### config.mk
export PLATFORM = sky130hd
export DESIGN_NAME = wb_stage_nway
export DESIGN_NICKNAME = d
export VERILOG_FILES = /design/src/rtl/wb_stage_nway_pkg.sv /design/src/rtl/wb_trace_fifo.sv /design/src/rtl/wb_stage_nway.sv
export SDC_FILE = /design/constraint.sdc
export NUM_CORES = 1
export LEC_CHECK = 0
export ABC_AREA = 0
export CAP_MARGIN = 10
export CORE_MARGIN = 5
export CORE_UTILIZATION = 50
export DETAILED_ROUTE_END_ITERATION = 12
export GPL_TIMING_DRIVEN = 0
export MAX_ROUTING_LAYER = met4
export PLACE_DENSITY = 0.74
export SLEW_MARGIN = 20
export SYNTH_ARGS = -nofsm -noshare
export SYNTH_HDL_FRONTEND = slang
export SYNTH_SLANG_ARGS = --single-unit
### constraint.sdc
create_clock -name clk -period 15.47 [get_ports clk]
set_input_delay 3.8675 -clock clk [delete_from_list [all_inputs] [get_ports clk]]
set_output_delay 3.8675 -clock clk [all_outputs]
set_load 0.02 [all_outputs]
### src/rtl/wb_stage_nway_pkg.sv
// rtl/wb_stage_nway_pkg.sv - shared field widths and trace record layout for the writeback stage
package wb_stage_nway_pkg;
  localparam int REG_W = 5;
  localparam int PC_W  = 32;
  localparam logic [3:0] WEN_ON = 4'hF;

  // Trace record is {pc, wnum, wdata}, pc in the top bits.
  function automatic int trace_rec_w(input int xlen);
    return PC_W + REG_W + xlen;
  endfunction
endpackage

### src/rtl/wb_trace_fifo.sv
// rtl/wb_trace_fifo.sv - multi-push, single-pop circular trace queue; pops whenever non-empty
module wb_trace_fifo #(
  parameter int LANES = 2,
  parameter int DEPTH = 8,
  parameter int W     = 69
) (
  input  logic                         clk,
  input  logic                         reset,
  input  logic [LANES-1:0]             i_push,
  input  logic [W*LANES-1:0]           i_push_data,
  output logic                         o_pop,
  output logic [W-1:0]                 o_head,
  output logic [$clog2(DEPTH+1)-1:0]   o_count
);
  localparam int AW = (DEPTH > 1) ? $clog2(DEPTH) : 1;
  localparam int CW = $clog2(DEPTH + 1);
  localparam logic [AW-1:0] MASK = AW'(DEPTH - 1);

  logic [W-1:0]  r_mem [DEPTH];
  logic [AW-1:0] r_wptr;
  logic [AW-1:0] r_rptr;
  logic [CW-1:0] r_count;
  logic [CW-1:0] w_off [LANES];
  logic [CW-1:0] w_n_push;

  // Pushing lanes are packed densely: each lands after the pushing lanes below it.
  always_comb begin
    w_n_push = '0;
    for (int i = 0; i < LANES; i++) begin
      w_off[i] = w_n_push;
      w_n_push = w_n_push + CW'(i_push[i]);
    end
  end

  assign o_pop   = (r_count != '0);
  assign o_head  = r_mem[r_rptr];
  assign o_count = r_count;

  always_ff @(posedge clk) begin
    if (reset) begin
      r_wptr  <= '0;
      r_rptr  <= '0;
      r_count <= '0;
    end else begin
      for (int i = 0; i < LANES; i++) begin
        if (i_push[i]) r_mem[(r_wptr + AW'(w_off[i])) & MASK] <= i_push_data[i*W +: W];
      end
      r_wptr  <= (r_wptr + AW'(w_n_push)) & MASK;
      if (o_pop) r_rptr <= (r_rptr + AW'(1)) & MASK;
      r_count <= r_count + w_n_push - CW'(o_pop);
    end
  end
endmodule

### src/rtl/wb_stage_nway.sv
// rtl/wb_stage_nway.sv - N-lane writeback register with same-destination merge and serialised debug trace
module wb_stage_nway
  import wb_stage_nway_pkg::*;
#(
  parameter int LANES       = 2,
  parameter int TRACE_DEPTH = 8,
  parameter int XLEN        = 32
) (
  input  logic                    clk,
  input  logic                    reset,
  output logic                    ws_allowin,
  input  logic                    ms_to_ws_valid,
  input  logic [LANES-1:0]        ms_lane_valid,
  input  logic [LANES-1:0]        ms_lane_we,
  input  logic [5*LANES-1:0]      ms_lane_dest,
  input  logic [XLEN*LANES-1:0]   ms_lane_wdata,
  input  logic [32*LANES-1:0]     ms_lane_pc,
  output logic [LANES-1:0]        rf_we,
  output logic [5*LANES-1:0]      rf_waddr,
  output logic [XLEN*LANES-1:0]   rf_wdata,
  output logic [LANES-1:0]        fwd_valid,
  output logic [5*LANES-1:0]      fwd_dest,
  output logic [XLEN*LANES-1:0]   fwd_wdata,
  output logic [31:0]             debug_wb_pc,
  output logic [3:0]              debug_wb_rf_wen,
  output logic [4:0]              debug_wb_rf_wnum,
  output logic [31:0]             debug_wb_rf_wdata
);
  localparam int REC_W = trace_rec_w(XLEN);
  localparam int CW    = $clog2(TRACE_DEPTH + 1);

  logic                       r_ws_valid;
  logic [LANES-1:0]           r_lane_valid;
  logic [LANES-1:0]           r_lane_we;
  logic [REG_W*LANES-1:0]     r_lane_dest;
  logic [XLEN*LANES-1:0]      r_lane_wdata;
  logic [PC_W*LANES-1:0]      r_lane_pc;

  logic [LANES-1:0]           w_lane_write;
  logic [LANES-1:0]           w_survive;
  logic [CW-1:0]              w_n_wr;
  logic [CW-1:0]              w_count;
  logic                       w_ready_go;
  logic                       w_retire;
  logic [REC_W*LANES-1:0]     w_push_data;
  logic                       w_pop;
  logic [REC_W-1:0]           w_head;

  always_ff @(posedge clk) begin
    if (reset) begin
      r_ws_valid <= 1'b0;
    end else if (ws_allowin) begin
      r_ws_valid <= ms_to_ws_valid;
    end
    if (!reset && ms_to_ws_valid && ws_allowin) begin
      r_lane_valid <= ms_lane_valid;
      r_lane_we    <= ms_lane_we;
      r_lane_dest  <= ms_lane_dest;
      r_lane_wdata <= ms_lane_wdata;
      r_lane_pc    <= ms_lane_pc;
    end
  end

  always_comb begin
    w_n_wr = '0;
    for (int i = 0; i < LANES; i++) begin
      w_lane_write[i] = r_ws_valid & r_lane_valid[i] & r_lane_we[i] &
                        (r_lane_dest[i*REG_W +: REG_W] != '0);
      w_n_wr = w_n_wr + CW'(w_lane_write[i]);
    end
  end

  // A younger lane writing the same register shadows every older one.
  always_comb begin
    w_survive = w_lane_write;
    for (int i = 0; i < LANES; i++) begin
      for (int j = i + 1; j < LANES; j++) begin
        if (w_lane_write[j] && (r_lane_dest[j*REG_W +: REG_W] == r_lane_dest[i*REG_W +: REG_W]))
          w_survive[i] = 1'b0;
      end
    end
  end

  assign w_ready_go = (CW'(TRACE_DEPTH) - w_count) >= w_n_wr;
  assign w_retire   = r_ws_valid & w_ready_go;
  assign ws_allowin = !r_ws_valid | w_ready_go;

  assign rf_we     = w_survive & {LANES{w_ready_go}};
  assign rf_waddr  = r_lane_dest;
  assign rf_wdata  = r_lane_wdata;
  assign fwd_valid = w_survive;
  assign fwd_dest  = r_lane_dest;
  assign fwd_wdata = r_lane_wdata;

  always_comb begin
    w_push_data = '0;
    for (int i = 0; i < LANES; i++) begin
      w_push_data[i*REC_W +: REC_W] = {r_lane_pc[i*PC_W +: PC_W],
                                       r_lane_dest[i*REG_W +: REG_W],
                                       r_lane_wdata[i*XLEN +: XLEN]};
    end
  end

  wb_trace_fifo #(
    .LANES (LANES),
    .DEPTH (TRACE_DEPTH),
    .W     (REC_W)
  ) u_trace_fifo (
    .clk         (clk),
    .reset       (reset),
    .i_push      (w_lane_write & {LANES{w_retire}}),
    .i_push_data (w_push_data),
    .o_pop       (w_pop),
    .o_head      (w_head),
    .o_count     (w_count)
  );

  always_ff @(posedge clk) begin
    if (reset) begin
      debug_wb_pc       <= '0;
      debug_wb_rf_wen   <= '0;
      debug_wb_rf_wnum  <= '0;
      debug_wb_rf_wdata <= '0;
    end else if (w_pop) begin
      debug_wb_pc       <= w_head[XLEN+REG_W +: PC_W];
      debug_wb_rf_wen   <= WEN_ON;
      debug_wb_rf_wnum  <= w_head[XLEN +: REG_W];
      debug_wb_rf_wdata <= 32'(w_head[XLEN-1:0]);
    end else begin
      debug_wb_rf_wen   <= '0;
    end
  end
endmodule

==> run metrics <==
status=finished, final reports clean; post-layout util=62.4%; Iteration-0 DRC Markers=approximately 1,900; slowest stage cell, crit path=clkdlybuf4s50_1; CP Buf/Inv Count=3; share of layout cells above drive strength 1=a little under two fifths; vias in the first global route=approximately 22,000; largest cells by area after synthesis=edfxtp_1 (58%), mux2_2 (14%), mux4_2 (8.7%), dfxtp_1 (4.5%), mux2_1 (3.4%); first-pass GRT wire length=~140 mm; DRC=0; Most common cell on crit path=ha_1; Post-CTS Setup Bufs=0; Leak Pwr=15.1 nW; die width=roughly 280 µm; CP Launch Point=fwd_dest[6]; Distinct cells, synth=39; post-DP HPWL=around 64 mm; commonest cells after routing, fill and taps aside=edfxtp_1 (694), mux2_2 (444), clkdlybuf4s50_1 (369), mux4_2 (138), mux2_1 (108); total negative slack=0 ns; total power=roughly 5.9 mW; Cells after Synth=roughly 2,000; chip height=277 µm; sequential element share of the synthesized area=~63%; Critical Path Fanout Max=10; Hold Path Sink=debug_wb_rf_wdata[23]; Post-DRT Antenna Nets=0; Worst-Margin Slew=between 1 and 1.5 ns; Final Hold Viols=0; Resized cells post-CTS=0; hold path cells=2; worst-case reg-to-reg path depth=22; Initial Util=approximately half; largest net degree at the start of global routing=19; most common cell after layout, fill and taps aside=edfxtp_1; Cell Area, Placed=approximately 42,000 µm²; Syn Std Cell Area=35,700 µm²; Seq cells post-synth=775; Clock Latency Late Sink=between 0.6 and 0.7 ns; Post-Route WL=~94 mm; RSZ-0062 raised after global routing=false; area grow syn2layout=24.3%; DP Worst Slack=~7.8 ns; CTS Buf Count=82; Yosys Warn Count=0; Design Area, Final=between 40,000 and 50,000 µm²; Die ar.=about 77,000 µm²; clk slew on worst S/H paths=about 0.06 ns; clock root cell=clkbuf_16; GRT overflow=0; H-tree levels=3; Slew Limit Fails=0; Max Cap Violations=0; Port Buffers=369; initial antenna violation count=1; Pwr Density=~130 nW/µm²; slack of the critical path=7.00 ns; Worst path max stage delay=between 0.7 and 0.8 ns; CTS Sinks=just under 800; Post-layout nets=2,688; Clock Skew=0.0304 ns; leading area contributor after synthesis=edfxtp_1; GP Congestion=between 0.7 and 0.8; FF-to-FF Start=fwd_dest[6]; Tmin final=between 8 and 9 ns; delay-heaviest family, CP=simple AND/OR/NAND/NOR gates; Finish-stage setup viols=0; worst path required time=~12 ns; crit share post-route=54.8%; critical path type=flop to output port; critical path endpoint category=output port; cell row count=roughly 100; Post-CTS Hold Buffers=0; HP Class=flop to flop; syn_area_per_cell=roughly 18 µm²; Total GRT Usage=about a quarter; Vias per Instance=roughly 6; Worst setup SP type=flop; Clock Path Buffers=3; Worst R2R End=u_trace_fifo.r_mem[1][25]; fmax=0.118 GHz; crit path cell chain=buf_2 > nor3_1 > nand2_2 > nand2b_1 > inv_1 > ha_1 > ha_1 > o21ai_0 > and3_1 > nor2_1 > clkdlybuf4s50_1; io pins=between 300 and 400; 1st-pass router iterations=5; core box area=about 71,000 µm²; synthesized net count=2,163; relative slew slack=between 10% and 20%; IR drop worst, VDD=0.0832 mV; TritonCTS clock tree=yes; Reg2Reg Setup Slack=slightly below 9 ns; Worst EP arrival=roughly 4.6 ns; min-delay src=debug_wb_rf_wdata[23]; drt wl/cell=~27 µm; share of the synthesized area in the top cell type=roughly three fifths; vias=approximately 21,000
-- logic make-up after synthesis --
group                      Yosys count  share of synthesized area (%)
AOI/OAI and AO/OA                   86                           1.75
xor gates and xnor gates            16                          0.393
adders and majority gates           17                          0.617
buffers and inverters              223                           4.35
DFF                                775                           62.9
muxes                              759                           28.1
and+or+nand+nor                    125                           1.87
-- final cells by class --
class / count / area, µm²
Timing Repair Buffer: 441 / 4750
Fill cell: 5046 / 26800
Inverter: 15 / 56.3
Multi-Input combinational cell: 1003 / 11800
Sequential cell: 775 / 22500
Clock buffer: 117 / 2320
Antenna cell: 3 / 7.51
Tap cell: 950 / 1190
Clock inverter: 36 / 302
Buffer: 208 / 1500
-- worst min-delay path: cells and delay by family (launching register included) --
family	cells	cell delay, ns
AOI/OAI and AO/OA	1	0.05
DFF	1	0.31
and+or+nand+nor	1	0.09
-- synth_stat cells --
master and number:
dfxtp_1 81, nor2_2 2, buf_6 50, buf_4 79, and2_1 2, mux4_2 138, nor3_1 2, a21o_1 1
a21oi_1 5, nand3_1 4, xnor2_1 9, a211oi_1 70, o41a_1 1, clkbuf_1 38, nand4_4 7, mux2_1 108
nand2b_1 3, o21ai_0 5, edfxtp_1 694, buf_1 6, ha_1 16, mux2_2 444, nand2_2 1, nand4_2 1
inv_2 1, buf_2 35, o41ai_1 1, mux2i_1 69, and3_1 1, fa_1 1, nor3_2 3, nor2_1 85
nand2_1 8, o31ai_1 3, or2_2 1, nand3_2 1, inv_1 14, xor2_1 7, nor2b_1 4
-- routing by layer --
layer / GRT usage [%] / share of wire [%]
met5: - / 0
met4: 6.82 / 2.6
met3: 4.66 / 7.0
met2: 41.3 / 51
met1: 31.7 / 40
-- how the worst max path moves through the flow --
stage / cells after the start / end
CTS: 11 / ws_allowin
global placement: 3 / u_trace_fifo.r_mem[1][23]
floorplan: 3 / u_trace_fifo.r_mem[1][0]
global route: 11 / rf_we[1]
detailed placement: 11 / ws_allowin
finish: 11 / rf_we[1]
-- where the power goes --
part           internal (mW)  total [mW]  switching, mW  leakage, nW
registers               2.43        2.55          0.123         6.97
logic                  0.687        1.47          0.782         6.83
clock network           1.11        1.92          0.806         1.30
total                   4.23        5.94           1.71         15.1
-- registers in the layout, indices dropped and copies added (netlist names), 2 cells and up --
register and flops:
r_lane_pc 64, fwd_dest 10, fwd_wdata 64, r_lane_we 2, u_trace_fifo.r_wptr 3, u_trace_fifo.r_mem 552, debug_wb_rf_wdata 32, debug_wb_pc 32
debug_wb_rf_wnum 5, u_trace_fifo.o_count 4, r_lane_valid 2, u_trace_fifo.r_rptr 3
-- through the flow --
step,hold WS (ns),instances
after global routing,0.524,3546
after global placement,0.490,3320
after detailed placement,0.494,3392
final,0.498,3548
after CTS,0.501,3545
after floorplan,0.571,2001
Note: power is estimated with default switching activity, not from simulation.
